<file path="src/rtl/and3_bist_pkg.sv">
// ---------------------------------------------------------------------------
// and3_bist_pkg
// Shared definitions for the AND3 built-in self-test sequencer:
//   - state_t   : sequencer states {IDLE, WAIT, DONE}
//   - NPAT      : number of exhaustive input patterns (8)
//   - IDX_W     : width of the pattern index (3)
//   - and3_exp(): golden AND3 response for a pattern index
// Optional feature macro used by the design: AND3_BIST_NQ_CHECK_EN
// ---------------------------------------------------------------------------
package and3_bist_pkg;

    localparam int NPAT  = 8;
    localparam int IDX_W = 3;

    typedef enum logic [1:0] {
        IDLE = 2'd0,
        WAIT = 2'd1,
        DONE = 2'd2
    } state_t;

    // Expected cell output: index bit k drives input ik, so the AND3 result
    // is simply the reduction-AND of the index.
    function automatic logic and3_exp(input logic [IDX_W-1:0] idx);
        return &idx;
    endfunction

endpackage

</file>
<file path="src/rtl/and3_bist_ref.sv">
// ---------------------------------------------------------------------------
// and3_bist_ref
// Purely combinational golden-model comparator for the AND3 cell.
// Compares the observed cell output(s) with the truth table for the
// current pattern index.
//
// Ports:
//   idx          in  IDX_W  pattern index currently applied to the cell
//   q            in  1      cell output
//   nq           in  1      complementary cell output (only with
//                           AND3_BIST_NQ_CHECK_EN defined)
//   mismatch     out 1      at least one observed output is wrong
//   mismatch_cnt out 2      number of wrong outputs (0..2)
//
// Macro: AND3_BIST_NQ_CHECK_EN adds the nq port and its comparison.
// ---------------------------------------------------------------------------
module and3_bist_ref
    import and3_bist_pkg::*;
(
    input  logic [IDX_W-1:0] idx,
    input  logic             q,
`ifdef AND3_BIST_NQ_CHECK_EN
    input  logic             nq,
`endif
    output logic             mismatch,
    output logic [1:0]       mismatch_cnt
);

    logic w_exp;
    logic w_q_bad;
    logic w_nq_bad;

    assign w_exp   = and3_exp(idx);
    assign w_q_bad = (q != w_exp);

`ifdef AND3_BIST_NQ_CHECK_EN
    assign w_nq_bad = (nq != ~w_exp);
`else
    assign w_nq_bad = 1'b0;
`endif

    assign mismatch     = w_q_bad | w_nq_bad;
    assign mismatch_cnt = {1'b0, w_q_bad} + {1'b0, w_nq_bad};

endmodule

</file>
<file path="src/rtl/and3_bist.sv">
// ---------------------------------------------------------------------------
// and3_bist
// Built-in self-test sequencer for a 3-input AND cell. Applies all 8 input
// patterns in order, waits SETTLE cycles per pattern, samples the cell
// output in the last cycle of each pattern and accumulates mismatches.
//
// Parameters:
//   SETTLE  wait cycles per pattern before sampling (0..255)
//   ERRW    width of the saturating mismatch counter
//
// Ports:
//   clk       in  1     clock, rising edge
//   rst       in  1     synchronous active-high reset
//   start     in  1     run request, only honoured in IDLE
//   busy      out 1     patterns being applied
//   done      out 1     one-cycle end-of-run pulse
//   pass      out 1     last completed run had no mismatches
//   err_cnt   out ERRW  mismatch count of last run (saturating)
//   fail_vec  out 8     bit k set when pattern k mismatched
//   i0/i1/i2  out 1     drive the cell under test
//   q         in  1     cell output
//   nq        in  1     complementary cell output (AND3_BIST_NQ_CHECK_EN)
//
// Macro: AND3_BIST_NQ_CHECK_EN enables the nq port and its check; each
// wrong output then counts separately in err_cnt.
// ---------------------------------------------------------------------------
module and3_bist
    import and3_bist_pkg::*;
#(
    parameter int SETTLE = 2,
    parameter int ERRW   = 4
)
(
    input  logic             clk,
    input  logic             rst,
    input  logic             start,
    output logic             busy,
    output logic             done,
    output logic             pass,
    output logic [ERRW-1:0]  err_cnt,
    output logic [NPAT-1:0]  fail_vec,
    output logic             i0,
    output logic             i1,
    output logic             i2,
    input  logic             q
`ifdef AND3_BIST_NQ_CHECK_EN
    ,
    input  logic             nq
`endif
);

    localparam logic [7:0] SETTLE_W  = 8'(SETTLE);
    localparam int         ERR_SUM_W = ERRW + 1;

    // -----------------------------------------------------------------------
    // State and result registers
    // -----------------------------------------------------------------------
    state_t             r_state;
    logic [IDX_W-1:0]   r_idx;
    logic [7:0]         r_wcnt;
    logic [ERRW-1:0]    r_err_cnt;
    logic [NPAT-1:0]    r_fail_vec;
    logic               r_pass;

    state_t             w_state_next;
    logic [IDX_W-1:0]   w_idx_next;
    logic [7:0]         w_wcnt_next;
    logic [ERRW-1:0]    w_err_next;
    logic [NPAT-1:0]    w_fail_next;
    logic               w_pass_next;

    // -----------------------------------------------------------------------
    // Golden-model comparison
    // -----------------------------------------------------------------------
    logic               w_mismatch;
    logic [1:0]         w_mm_cnt;
    logic               w_sample;
    logic [NPAT-1:0]    w_hit_vec;
    logic [ERR_SUM_W-1:0] w_err_sum;
    logic [ERRW-1:0]    w_err_sat;

    and3_bist_ref u_ref (
        .idx          (r_idx),
        .q            (q),
`ifdef AND3_BIST_NQ_CHECK_EN
        .nq           (nq),
`endif
        .mismatch     (w_mismatch),
        .mismatch_cnt (w_mm_cnt)
    );

    // The cell output is only meaningful in the last cycle of a pattern.
    assign w_sample = (r_state == WAIT) && (r_wcnt == 8'd0);

    // One-hot failure contribution of the pattern currently being sampled.
    generate
        for (genvar gi = 0; gi < NPAT; gi++) begin : g_hit
            assign w_hit_vec[gi] = w_mismatch && (r_idx == IDX_W'(gi));
        end
    endgenerate

    // Saturating accumulation: the extra sum bit flags overflow, in which
    // case the counter pins at all-ones.
    assign w_err_sum = {1'b0, r_err_cnt} + ERR_SUM_W'(w_mm_cnt);
    assign w_err_sat = w_err_sum[ERRW] ? {ERRW{1'b1}} : w_err_sum[ERRW-1:0];

    // -----------------------------------------------------------------------
    // Sequencer FSM: state register
    // -----------------------------------------------------------------------
    always_ff @(posedge clk) begin
        if (rst) begin
            r_state    <= IDLE;
            r_idx      <= '0;
            r_wcnt     <= '0;
            r_err_cnt  <= '0;
            r_fail_vec <= '0;
            r_pass     <= 1'b0;
        end else begin
            r_state    <= w_state_next;
            r_idx      <= w_idx_next;
            r_wcnt     <= w_wcnt_next;
            r_err_cnt  <= w_err_next;
            r_fail_vec <= w_fail_next;
            r_pass     <= w_pass_next;
        end
    end

    // -----------------------------------------------------------------------
    // Sequencer FSM: next-state logic
    // -----------------------------------------------------------------------
    always_comb begin
        w_state_next = r_state;
        w_idx_next   = r_idx;
        w_wcnt_next  = r_wcnt;
        w_err_next   = r_err_cnt;
        w_fail_next  = r_fail_vec;
        w_pass_next  = r_pass;

        case (r_state)
            IDLE: begin
                if (start) begin
                    w_state_next = WAIT;
                    w_idx_next   = '0;
                    w_wcnt_next  = SETTLE_W;
                    w_err_next   = '0;
                    w_fail_next  = '0;
                    w_pass_next  = 1'b0;
                end
            end

            WAIT: begin
                if (r_wcnt != 8'd0) begin
                    w_wcnt_next = r_wcnt - 8'd1;
                end else begin
                    w_err_next  = w_err_sat;
                    w_fail_next = r_fail_vec | w_hit_vec;
                    if (r_idx == IDX_W'(NPAT - 1)) begin
                        w_state_next = DONE;
                        // Registered now so it is already valid while done
                        // is high; includes the final pattern's result.
                        w_pass_next  = (w_err_sat == '0);
                    end else begin
                        w_idx_next  = r_idx + IDX_W'(1);
                        w_wcnt_next = SETTLE_W;
                    end
                end
            end

            DONE: begin
                w_state_next = IDLE;
            end

            default: begin
                w_state_next = IDLE;
            end
        endcase
    end

    // -----------------------------------------------------------------------
    // Outputs
    // -----------------------------------------------------------------------
    assign busy     = (r_state == WAIT);
    assign done     = (r_state == DONE);
    assign pass     = r_pass;
    assign err_cnt  = r_err_cnt;
    assign fail_vec = r_fail_vec;

    // Cell inputs follow the pattern index only while testing; otherwise 0.
    assign i0 = busy & r_idx[0];
    assign i1 = busy & r_idx[1];
    assign i2 = busy & r_idx[2];

endmodule

</file>
<file path="config.mk">
export PLATFORM = sky130hd
export DESIGN_NAME = and3_bist
export DESIGN_NICKNAME = d
export VERILOG_FILES = /design/src/rtl/and3_bist_pkg.sv /design/src/rtl/and3_bist_ref.sv /design/src/rtl/and3_bist.sv
export SDC_FILE = /design/constraint.sdc
export NUM_CORES = 1
export LEC_CHECK = 0
export BUFFER_PORTS_ARGS = -buffer_cell sky130_fd_sc_hd__buf_2
export CORE_UTILIZATION = 50
export DETAILED_ROUTE_END_ITERATION = 10
export PLACE_DENSITY = 0.76
export SLEW_MARGIN = 20
export SYNTH_ARGS = -nofsm -noshare
export SYNTH_HDL_FRONTEND = slang
export SYNTH_SLANG_ARGS = --single-unit
</file>
<file path="constraint.sdc">
create_clock -name clk -period 4.4 [get_ports clk]
set_input_delay 0.44 -clock clk [delete_from_list [all_inputs] [get_ports clk]]
set_output_delay 0.44 -clock clk [all_outputs]
set_load 0.01 [all_outputs]
</file>
# [Word level (Yosys, flattened, before mapping)]
# Index checks and enable logic that the tools add are counted.
[word_totals] regBits=26 input_bits=4 out_inout_bits=18 word_cells=70
[op_classes] add_sub_neg=3 eq_ne=15 n_mux=23 bitwise_logic=4 reduce_logical=19
[ops] cell="8-bit 2-to-1 mux" count=5
[ops] cell="8-bit one-hot mux with 2 select lines" count=2
[ops] cell="3-bit equality test (second input constant)" count=4
[ops] cell="4-bit 2-to-1 mux" count=3
[ops] cell="3-bit AND reduction" count=4
[ops] cell="3-bit 2-to-1 mux" count=3
[ops] cell="1-bit logical AND" count=8
[ops] cell="8-bit OR" count=1
[ops] cell="4-bit one-hot mux with 2 select lines" count=1
[ops] cell="4-bit AND reduction" count=2
[ops] cell="8-bit nonzero test" count=1
[ops] cell="8-bit by 1-bit subtractor with 8-bit output (second input constant)" count=1
[ops] cell="3-bit by 2-bit equality test with 1-bit output (second input constant)" count=2
[ops] cell="2-bit 2-to-1 mux" count=3
[ops] cell="2-bit != test (second input constant)" count=3
[ops] cell="3-bit one-hot mux with 2 select lines" count=1
[ops] cell="4-bit by 1-bit adder with 5-bit output" count=1
[ops] cell="4-bit zero test" count=1
[ops] cell="2-bit one-hot mux with 2 select lines" count=1
[ops] cell="3-bit by 1-bit adder with 3-bit output (second input constant)" count=1
[ops] cell="1-bit bitwise AND" count=3
[ops] cell="3-bit by 1-bit equality test with 1-bit output (second input constant)" count=1
[ops] cell="3-bit zero test" count=1
[ops] cell="1-bit 2-to-1 mux" count=3
[ops] cell="8 further kinds" count=8

# [Depth between registers and ports, before layout]
# Gate-level depths: netlist (run 1).
[logic_depth] word_depth=8 depth_mapped=10

# [By module]
# Synthesis (run 1) repeated with hierarchy kept, for this count alone.
[hier_totals] hier_cells=165 area_unflattened_um2=1443.9
[modules_own_cells] module="and3_bist" n_inst=1 cells_each=160 area_each_um2=1411.4
[modules_own_cells] module="and3_bist_ref" n_inst=1 cells_each=5 area_each_um2=32.5

# [Worst setup path before layout (run 1)]
# No wires, ideal clock.
[synth_path] path_type="register to register" startpoint="register r_idx[0]" endpoint="register r_err_cnt[3] (netlist: err_cnt[3])" setup_ns=0.092 t_arrival_ns=2.029 t_required_ns=4.308 setup_slack_ns=2.278 path_stages_with_launch=10 n_path_buf=0 synth_period_minus_slack_ns=2.122 cell_sequence="dfxtp_1 -> ha_1 -> ha_1 -> ha_1 -> inv_1 -> ha_1 -> ha_1 -> nor2_1 -> mux2_2 -> o32ai_1"
[synth_via] elab_chain_len=6
[synth_lines] element="start, declared" line="and3_bist.sv:59" text="logic [IDX_W-1:0] r_idx;"
[synth_lines] element="start signal, assigned" line="and3_bist.sv:120" text="r_idx <= w_idx_next;"
[synth_lines] element="3-bit AND reduction" line="and3_bist_pkg.sv:24" text="return &idx;"
[synth_lines] element="1-bit != test" line="and3_bist_ref.sv:34" text="assign w_q_bad = (q != w_exp);"
[synth_lines] element="4-bit by 1-bit adder with 5-bit output" line="and3_bist.sv:104" text="assign w_err_sum = {1'b0, r_err_cnt} + ERR_SUM_W'(w_mm_cnt);"
[synth_lines] element="4-bit 2-to-1 mux" line="and3_bist.sv:105" text="assign w_err_sat = w_err_sum[ERRW] ? {ERRW{1'b1}} : w_err_sum[ERRW-1:0];"
[synth_lines] element="4-bit 2-to-1 mux" line="and3_bist.sv:152" text="if (r_wcnt != 8'd0) begin"
[synth_lines] element="4-bit one-hot mux with 2 select lines" line="and3_bist.sv:139" text="case (r_state)"
[synth_lines] element="end signal, assigned" line="and3_bist.sv:122" text="r_err_cnt <= w_err_next;"
[synth_lines] element="end, declared" line="and3_bist.sv:61" text="logic [ERRW-1:0] r_err_cnt;"
# No other way between the ends. The select of a mux whose other input is x is not followed.
# A chain may end at the register's enable or synchronous reset.

# [Worst setup path after layout (run 1)]
# Same ends and word-level chain as after synthesis.

==> qor.yml, run 1 <==
logic_synthesis:
  yosysSeqAreaShare_pct: 38.0
  yosys_register_bits: 26
  syn_area_um2: 1370
  postSynthAreaPerCell_um2: 9.38
  synthesis.nets: 161
  yosysWarnings: 0
  synth_cell_types: 38
  synthCells: 146
route:
  routedWlPerCell_um: 13.1
  vias: 1116
  firstDrtPassIters: 4
  vias_per_cell: 5.61
  routed_wl_mm: 2.60
  drt_iter0_drc: 10
  ant_nets: 0
  drc: 0
critical_path:
  worstSetupPathType: "reg -> reg"
  crit_path_end_kind: "register"
  path_max_fanout: 6
  worst_ep_arrival_time_ns: 2.53
  r2r_slack_ns: 2.12
  worstSetupStartpointType: "register"
  required_ns: 4.65
sta:
  setup_tns_ns: 0
  finalSetupViolations: 0
  fin_skew_ns: 0.00981
  worstMarginPinSlew_ns: 0.448
  whs_ns: 0.445
  relSlewSlack_pct: 70.0
  final.min_clock_period_ns: 2.28
  hold_viol: 0
  grt_setup_unrepaired: "no"
  slew_viol_final: 0
  fmax_mhz: 438
  period_share_pct: 51.9
floorplan:
  pin_count: 22
  coreArea_um2: 2520
  floorplan.rows: 18
  fp.dieW_um: 54.3
  dieArea_um2: 2950
  start_util_pct: 54.3
  die-height_um: 54.3
power_and_ir_drop:
  ir_drop_uv: 392
  p_sw_uw: 427
  p_int_uw: 559
  clkPwrFrac_pct: 16.8
  combPwrFrac_pct: 49.1
  leakagePower_uw: 0.000678
  sw_frac_of_total_pct: 43.3
  power_frac_seq_pct: 34.1
  cellPowerDensity_nw_per_um2: 634
cts:
  cts_buffers: 3
  cts-root-buf: "clkbuf_4"
  clock_sinks: 26
  cts_htree_levels: 1
  clock_path_buffers: 2
  holdBufCountCts: 0
  post_cts_buffers: 0
  clk_pin_slew_ns: 0.15
  tritoncts: "yes"
  clk_latency_ns: 0.33
  cts.repair.resized: 0
finish:
  syn_to_final_growth_pct: 13.6
  finalNonFillerCells: 199
  final_core_util_pct: 61.7
  drive_gt1_share_pct: 23.1
  antenna_cells: 0
  nNetsFinal: 185
flow_run:
  cap_violations: 0
placed_design:
  place.gp.congestion: 0.820
  dp.cells: 195
  portBuffers: 21
  place.detailed.hpwl_mm: 2.02
status:
  status: "finished clean"
global_routing:
  grt_max_degree: 16
  gr-total-overflow: 0
  grt_use_total_pct: 19.3
  grt_pass1_vias: 961
  antenna_found_initial: 0
  grt_pass1_wl_mm: 4.10
hold_path:
  hold_path.class: "in -> reg"
==> synthesized netlist by cell type, drive strengths merged <==
cell type   n  area, µm²
nor2       27        109
dfxtp      26        521
ha         11        138
inv         9       33.8
a21oi       8       58.8
a22o        7       61.3
nand2b      6       37.5
nand2       5       18.8
nand3       5       30.0
mux2i       4       40.0
nor3        4       20.0
nor4        4       70.1
xor2        4       35.0
a211oi      3       27.5
a31oi       3       18.8
o21ai       3       15.0
o211ai      2       15.0
o21bai      2       18.8
o22ai       2       12.5
a41oi       1       8.76
and2        1       7.51
buf         1       5.00
clkbuf      1       3.75
mux2        1       11.3
nor2b       1       6.26
nor3b       1       12.5
nor4b       1       8.76
o2111ai     1       8.76
o32ai       1       8.76
xnor2       1       8.76
==> state kept, by name, indices dropped and copies added (netlist names) <==
register	flops
fail_vec	8
r_wcnt	8
err_cnt	4
r_idx	3
r_state	2
pass	1
==> layout make-up <==
type	instances	area (µm²)
sequential	26	520
fill	229	966
clock inverter	1	30.0
timing repair buffer	21	105
clock buffer	3	22.5
tap	30	37.5
inverter	9	33.8
multi-input combinational	109	807
==> stage by stage <==
| step | worst slack [ns] | instance area, µm² | total power, µW |
|---|---|---|---|
| floorplan | 2.28 | 1370 | 730 |
| global placement | 2.21 | 1500 | 807 |
| detailed placement | 2.15 | 1500 | 827 |
| CTS | 2.12 | 1560 | 994 |
| global route | 1.98 | 1560 | 1060 |
| finish | 2.12 | 1560 | 986 |
==> cell families (layout without fill, tap and decap cells) <==
| logic type | Yosys count | after routing | synth area share, % |
|---|---|---|---|
| AND/OR/NAND/NOR | 55 | 55 | 23.4 |
| AO/OA/AOI/OAI | 33 | 33 | 18.5 |
| flip-flops | 26 | 26 | 38.0 |
| adder cells (fa/ha/maj) | 11 | 11 | 10.0 |
| buffers and inverters | 11 | 34 | 3.10 |
| XOR/XNOR | 5 | 5 | 3.20 |
| multiplexers | 5 | 5 | 3.74 |
==> cell usage in the layout (no fill, tap or decap), types with 2 or more instances in the layout <==
cell type  Yosys  routed
nor2_1        26      26
dfxtp_1       26      26
buf_2          1      21
ha_1          11      11
inv_1          8       8
a22o_1         7       7
nand2b_1       6       6
nand2_1        5       5
a21oi_1        5       5
xor2_1         4       4
nor3_1         4       4
mux2i_1        4       4
nand3_1        4       4
nor4_4         3       3
a31oi_1        3       3
o21ai_0        3       3
clkbuf_4       0       3
a21oi_2        2       2
o211ai_1       2       2
o22ai_1        2       2
a211oi_1       2       2
==> power groups by stage <==
stage / logic, µW / clock network [µW] / registers [µW]
after floorplan: 396 / 0 / 335
after global placement: 467 / 0 / 340
after detailed placement: 484 / 0 / 343
after CTS: 487 / 169 / 337
after global routing: 542 / 179 / 343
final: 484 / 166 / 337
==> layer usage <==
layer,global-route usage [%],up-vias,share of wire (%),routed length (µm)
met1,21.9,525,47,1220
met5,0,-,0,0
met4,6.41,0,0.96,25
met3,3.33,4,2.2,57
met2,35.8,16,50,1300
li1,-,571,-,-
==> worst max-delay path: stages, from the launching register on <==
cell	delay [ns]
dfxtp_1	0.36
ha_1	0.22
ha_1	0.21
ha_1	0.38
inv_1	0.09
ha_1	0.16
ha_1	0.25
nor2_1	0.07
mux2_2	0.27
o32ai_1	0.20
==> path summary, 6_finish.rpt <==
path                               start         end  cells past startpoint
worst min register to register      pass        pass                      2
worst max-delay path            r_idx[0]  err_cnt[3]                      9
worst max register to register  r_idx[0]  err_cnt[3]                      9
worst min-delay path                 rst  err_cnt[0]                      2
Note: power is estimated with default switching activity, not from simulation.
==> run 2, diff against run 1 <==
clock period = 2.2 ns   (was 4.4 ns; I/O delays follow)
==> qor.yml, run 2 (same netlist as run 1, synthesis figures left out) <==
sta:
  relSlewSlack_pct: 71.3  # +1.3 points
  finalSetupViolations: 0  # unchanged
  final.min_clock_period_ns: 2.09  # -0.196 ns
  period_share_pct: 94.9  # +43 points
  worstMarginPinSlew_ns: 0.429  # -0.0190 ns
  hold_viol: 0  # unchanged
  slew_viol_final: 0  # unchanged
  fin_skew_ns: 0.00613  # -0.00368 ns
  grt_setup_unrepaired: "no"
  setup_tns_ns: 0  # unchanged
  fmax_mhz: 479  # +9.4%
global_routing:
  antenna_found_initial: 0  # unchanged
  grt_pass1_wl_mm: 4.26  # +4.1%
  gr-total-overflow: 0  # unchanged
  grt_use_total_pct: 19.9  # +0.58 points
  grt_pass1_vias: 1027  # +6.9%
  grt_max_degree: 16  # unchanged
power_and_ir_drop:
  combPwrFrac_pct: 49.7  # +0.6 points
  clkPwrFrac_pct: 16.6  # -0.2 points
  sw_frac_of_total_pct: 43.6  # +0.27 points
  ir_drop_uv: 963  # +150%
  leakagePower_uw: 0.000679  # +0.27%
  p_sw_uw: 872  # +100%
  p_int_uw: 1130  # +100%
  power_frac_seq_pct: 33.7  # -0.4 points
  cellPowerDensity_nw_per_um2: 1260  # +99%
cts:
  clk_latency_ns: 0.33  # about the same
  clock_sinks: 26  # unchanged
  clock_path_buffers: 2  # unchanged
  clk_pin_slew_ns: 0.15  # about the same
  cts_htree_levels: 1  # unchanged
  holdBufCountCts: 0  # unchanged
  cts_buffers: 3  # unchanged
  cts-root-buf: "clkbuf_4"
  tritoncts: "yes"
floorplan:
  floorplan.rows: 18  # unchanged
  dieArea_um2: 2950  # unchanged
  start_util_pct: 54.3  # unchanged
  pin_count: 22  # unchanged
  fp.dieW_um: 54.3  # unchanged
  coreArea_um2: 2520  # unchanged
  die-height_um: 54.3  # unchanged
critical_path:
  r2r_slack_ns: 0.11  # -2.00 ns
  r2r_end: "pass"
  worstSetupStartpointType: "register"
  rr_worst_depth: 10  # +1
  timing.rr.start: "r_idx[0]"
  worstSetupPathType: "reg -> reg"
  required_ns: 2.42  # -2.23 ns
  crit_path_end_kind: "register"
  worst_ep_arrival_time_ns: 2.31  # -0.22 ns
  path_max_fanout: 6  # unchanged
flow_run:
  cap_violations: 0  # unchanged
finish:
  nNetsFinal: 187  # +1.1%
  finalNonFillerCells: 201  # +1.0%
  drive_gt1_share_pct: 26.3  # +3.2 points
  fill_cells: 223  # -2.6%
  layout_commonest_cell: "nor2_1"
  final_core_util_pct: 63.0  # +1.3 points
  final_cell_mix: "nor2_1, dfxtp_1, buf_2"
  syn_to_final_growth_pct: 16.1
  multi_input_area_um2: 825  # +2.2%
  seq_area_um2: 522  # +0.24%
  antenna_cells: 0  # unchanged
  final_area_um2: 1590  # +2.2%
route:
  vias_per_cell: 5.69  # +1.5%
  routed_wl_mm: 2.77  # +6.5%
  drc: 0  # unchanged
  routedWlPerCell_um: 13.8  # +5.4%
  vias: 1144  # +2.5%
  drt_iter0_drc: 28  # +18
  ant_nets: 0  # unchanged
  firstDrtPassIters: 5  # +1
placed_design:
  place.detailed.hpwl_mm: 2.06  # +1.9%
  portBuffers: 21  # unchanged
  dp.cells: 197  # +1.0%
  place.gp.congestion: 0.813  # -0.83%
  place_area_um2: 1520  # +1.0%
hold_path:
  hold_path.class: "in -> reg"
  hold_start: "rst"
  whs_path_depth: 2  # unchanged
  min_to: "r_state[0]"
status:
  status: "finished clean"
-- run 2: changes by cell type in the layout (fill, tap and decap cells not counted), sizes merged --
cell / delta
buf: +2
-- run 2: layout make-up --
class                           instances  share of cell area [%]
Sequential cell                        26                    32.8
Inverter                                9                    2.12
Multi-Input combinational cell        109                    51.8
Timing Repair Buffer                   23                    7.55
Tap cell                               30                    2.36
Clock inverter                          1                    1.89
Clock buffer                            3                    1.42
-- run 2: what timing repair did --
item                                    4_1_cts  5_1_grt
endpoints found under the setup margin        1        3
resized for setup                             1        4
buffers inserted                              0        0
-- run 2: worst max path at each step --
stage | start | to | depth (start not counted)
6_report | r_idx[0] | pass | 10
5_1_grt | r_idx[0] | pass | 10
4_1_cts | r_idx[0] | pass | 10
3_5_place_dp | r_idx[0] | err_cnt[3] | 9
3_3_place_gp | r_idx[0] | pass | 10
2_1_floorplan | r_idx[0] | err_cnt[3] | 9
-- run 2: layer usage --
layer  wire (µm)  global-route usage, %  vias up
li1            -                      -      574
met1        1240                   22.6      541
met2        1420                   36.8       25
met3          74                   2.50        4
met4          33                   8.12        0
met5           0                      0        -
-- run 2: power groups by stage --
stage                     registers (µW)  clock network, µW  logic [µW]
after global placement               679                  0         950
after floorplan                      669                  0         792
final                                675                333         994
after detailed placement             683                  0         979
after global routing                 688                348        1090
after CTS                            673                338         988
-- run 2: stage by stage --
stage	hold slack, ns	power [µW]	worst slack, ns
2_1_floorplan	0.414	1460	0.0781
3_3_place_gp	0.458	1630	0.121
3_5_place_dp	0.463	1660	0.0399
4_1_cts	0.220	2000	0.0313
5_1_grt	0.241	2130	0.0183
6_report	0.231	2000	0.112
-- run 2: critical path: stages, from the launching register on --
cell,delay [ns]
dfxtp_2,0.36
ha_1,0.21
ha_2,0.19
ha_1,0.29
inv_1,0.06
ha_2,0.19
ha_4,0.16
nor2_1,0.05
mux2_2,0.27
o2111ai_1,0.08
mux2i_1,0.11
==> run 3, diff against run 2 <==
CORE_UTILIZATION = 49   (was 50)
PLACE_DENSITY = 0.75   (was 0.76)
==> qor.yml, run 3 (same netlist as run 1, synthesis figures left out) <==
critical_path:
  worstSetupStartpointType: "register"
  worst_ep_arrival_time_ns: 2.35  # +0.04 ns
  crit_path_end_kind: "register"
  critical_path.max_stage_delay_ns: 0.36  # about the same
  cp_slowest_cell: "dfxtp_1"
  r2r_slack_ns: 0.1  # -0.02 ns
  rr_worst_depth: 9  # -1
  worstSetupPathType: "reg -> reg"
  path_max_fanout: 6  # unchanged
  crit_top_cell: "ha_1"
  required_ns: 2.44  # +0.02 ns
  timing.rr.start: "r_idx[0]"
  critPathTopFamily: "adder cells"
  crit_chain: "ha_1 -> ha_1 -> ha_1 -> inv_1 -> ha_1 -> ha_4 -> nor2_1 -> mux2_2 -> o32ai_1"
  r2r_end: "err_cnt[3]"
  worst-path-buf-inv: 1  # unchanged
  cp-startpoint: "r_idx[0]"
power_and_ir_drop:
  leakagePower_uw: 0.000684  # +0.70%
  ir_drop_uv: 936  # -2.8%
  cellPowerDensity_nw_per_um2: 1260  # about the same
  power_uw: 2000  # -0.31%
cts:
  cts_buffers: 3  # unchanged
  cts_htree_levels: 1  # unchanged
  clock_sinks: 26  # unchanged
  holdBufCountCts: 0  # unchanged
  clk_latency_ns: 0.32  # about the same
  cts.repair.resized: 0  # -1
  tritoncts: "yes"
  cts-root-buf: "clkbuf_4"
  clock_path_buffers: 2  # unchanged
  post_cts_buffers: 0  # unchanged
  clk_pin_slew_ns: 0.15  # about the same
route:
  vias: 1140  # -0.35%
  routed_wl_mm: 2.70  # -2.6%
  vias_per_cell: 5.67  # -0.35%
  drc: 0  # unchanged
  routedWlPerCell_um: 13.4  # -2.6%
  drt_iter0_drc: 17  # -39%
  firstDrtPassIters: 4  # -1
  ant_nets: 0  # unchanged
hold_path:
  whs_path_depth: 2  # unchanged
  min_to: "err_cnt[0]"
  hold_path.class: "in -> reg"
  hold_start: "rst"
global_routing:
  antenna_found_initial: 0  # unchanged
  grt_max_degree: 16  # unchanged
  gr-total-overflow: 0  # unchanged
  grt_use_total_pct: 20.4  # +0.51 points
  grt_pass1_wl_mm: 4.43  # +3.9%
  grt_pass1_vias: 1061  # +3.3%
sta:
  fin_skew_ns: 0.00634  # +0.000219 ns
  finalSetupViolations: 0  # unchanged
  final.min_clock_period_ns: 2.10  # +0.0159 ns
  relSlewSlack_pct: 72.9  # +1.6 points
  hold_viol: 0  # unchanged
  setup_slack_ns: 0.0966  # -0.0159 ns
  slew_viol_final: 0  # unchanged
  setup_tns_ns: 0  # unchanged
  worstMarginPinSlew_ns: 0.405  # -0.0240 ns
  fmax_mhz: 475  # -0.76%
  period_share_pct: 95.6  # +0.72 points
  grt_setup_unrepaired: "no"
placed_design:
  place.detailed.hpwl_mm: 2.10  # +1.8%
  place_area_um2: 1520  # unchanged
  portBuffers: 21  # unchanged
  place.gp.congestion: 0.803  # -1.2%
  place_ws_ns: 0.0717  # +0.0318 ns
finish:
  antenna_cells: 0  # unchanged
  fill_cells: 242  # +8.5%
  drive_gt1_share_pct: 24.6  # -1.8 points
  final_area_um2: 1580  # -0.39%
  syn_to_final_growth_pct: 15.6
  final_cell_mix: "nor2_1, dfxtp_1, buf_2"
  nNetsFinal: 187  # unchanged
floorplan:
  coreArea_um2: 2570  # +1.8%
  start_util_pct: 53.4  # -0.95 points
  floorplan.rows: 18  # unchanged
  die-height_um: 54.9  # +0.98%
  pin_count: 22  # unchanged
  fp.dieW_um: 54.9  # +0.98%
  dieArea_um2: 3010  # +2.0%
status:
  status: "finished clean"
flow_run:
  cap_violations: 0  # unchanged
==> run 3: cell types whose count changed in the layout (fill, tap and decap cells not counted) <==
cell	before	now
ha_1	8	10
dfxtp_2	1	0
ha_2	2	0
dfxtp_1	25	26
==> run 3: power breakdown <==
group	internal, µW	switching, µW	total (µW)
logic	381	603	984
clock network	184	149	333
registers	562	115	678
==> run 3: final cells by class <==
type	count	area, µm²	share of cell area (%)
Timing Repair Buffer	23	120	7.58
Multi-Input combinational cell	109	820	51.7
Inverter	9	33.8	2.13
Clock buffer	3	22.5	1.42
Sequential cell	26	520	32.9
Tap cell	30	37.5	2.37
Clock inverter	1	30.0	1.90
==> run 3: worst max-delay path by stage <==
stage | end | slack (ns) | depth (start not counted)
6_report | err_cnt[3] | 0.1 | 9
3_3_place_gp | pass | 0.12 | 10
5_1_grt | err_cnt[3] | 0.02 | 9
3_5_place_dp | pass | 0.07 | 10
2_1_floorplan | err_cnt[3] | 0.08 | 9
4_1_cts | err_cnt[3] | 0.03 | 9
==> run 3: per-layer routing <==
| layer | vias up | global-route usage, % | part of all wire [%] |
|---|---|---|---|
| li1 | 572 | - | - |
| met1 | 550 | 24.2 | 47 |
| met2 | 14 | 35.7 | 51 |
| met3 | 4 | 2.78 | 2.0 |
| met4 | 0 | 8.97 | 0.85 |
| met5 | - | 0 | 0 |
==> run 3: through the flow <==
step,std cells,hold slack [ns],util (%)
2_1_floorplan,146,0.414,-
3_3_place_gp,197,0.458,59.2
3_5_place_dp,197,0.467,59.2
4_1_cts,201,0.230,61.2
5_1_grt,201,0.246,61.7
6_report,201,0.235,61.7
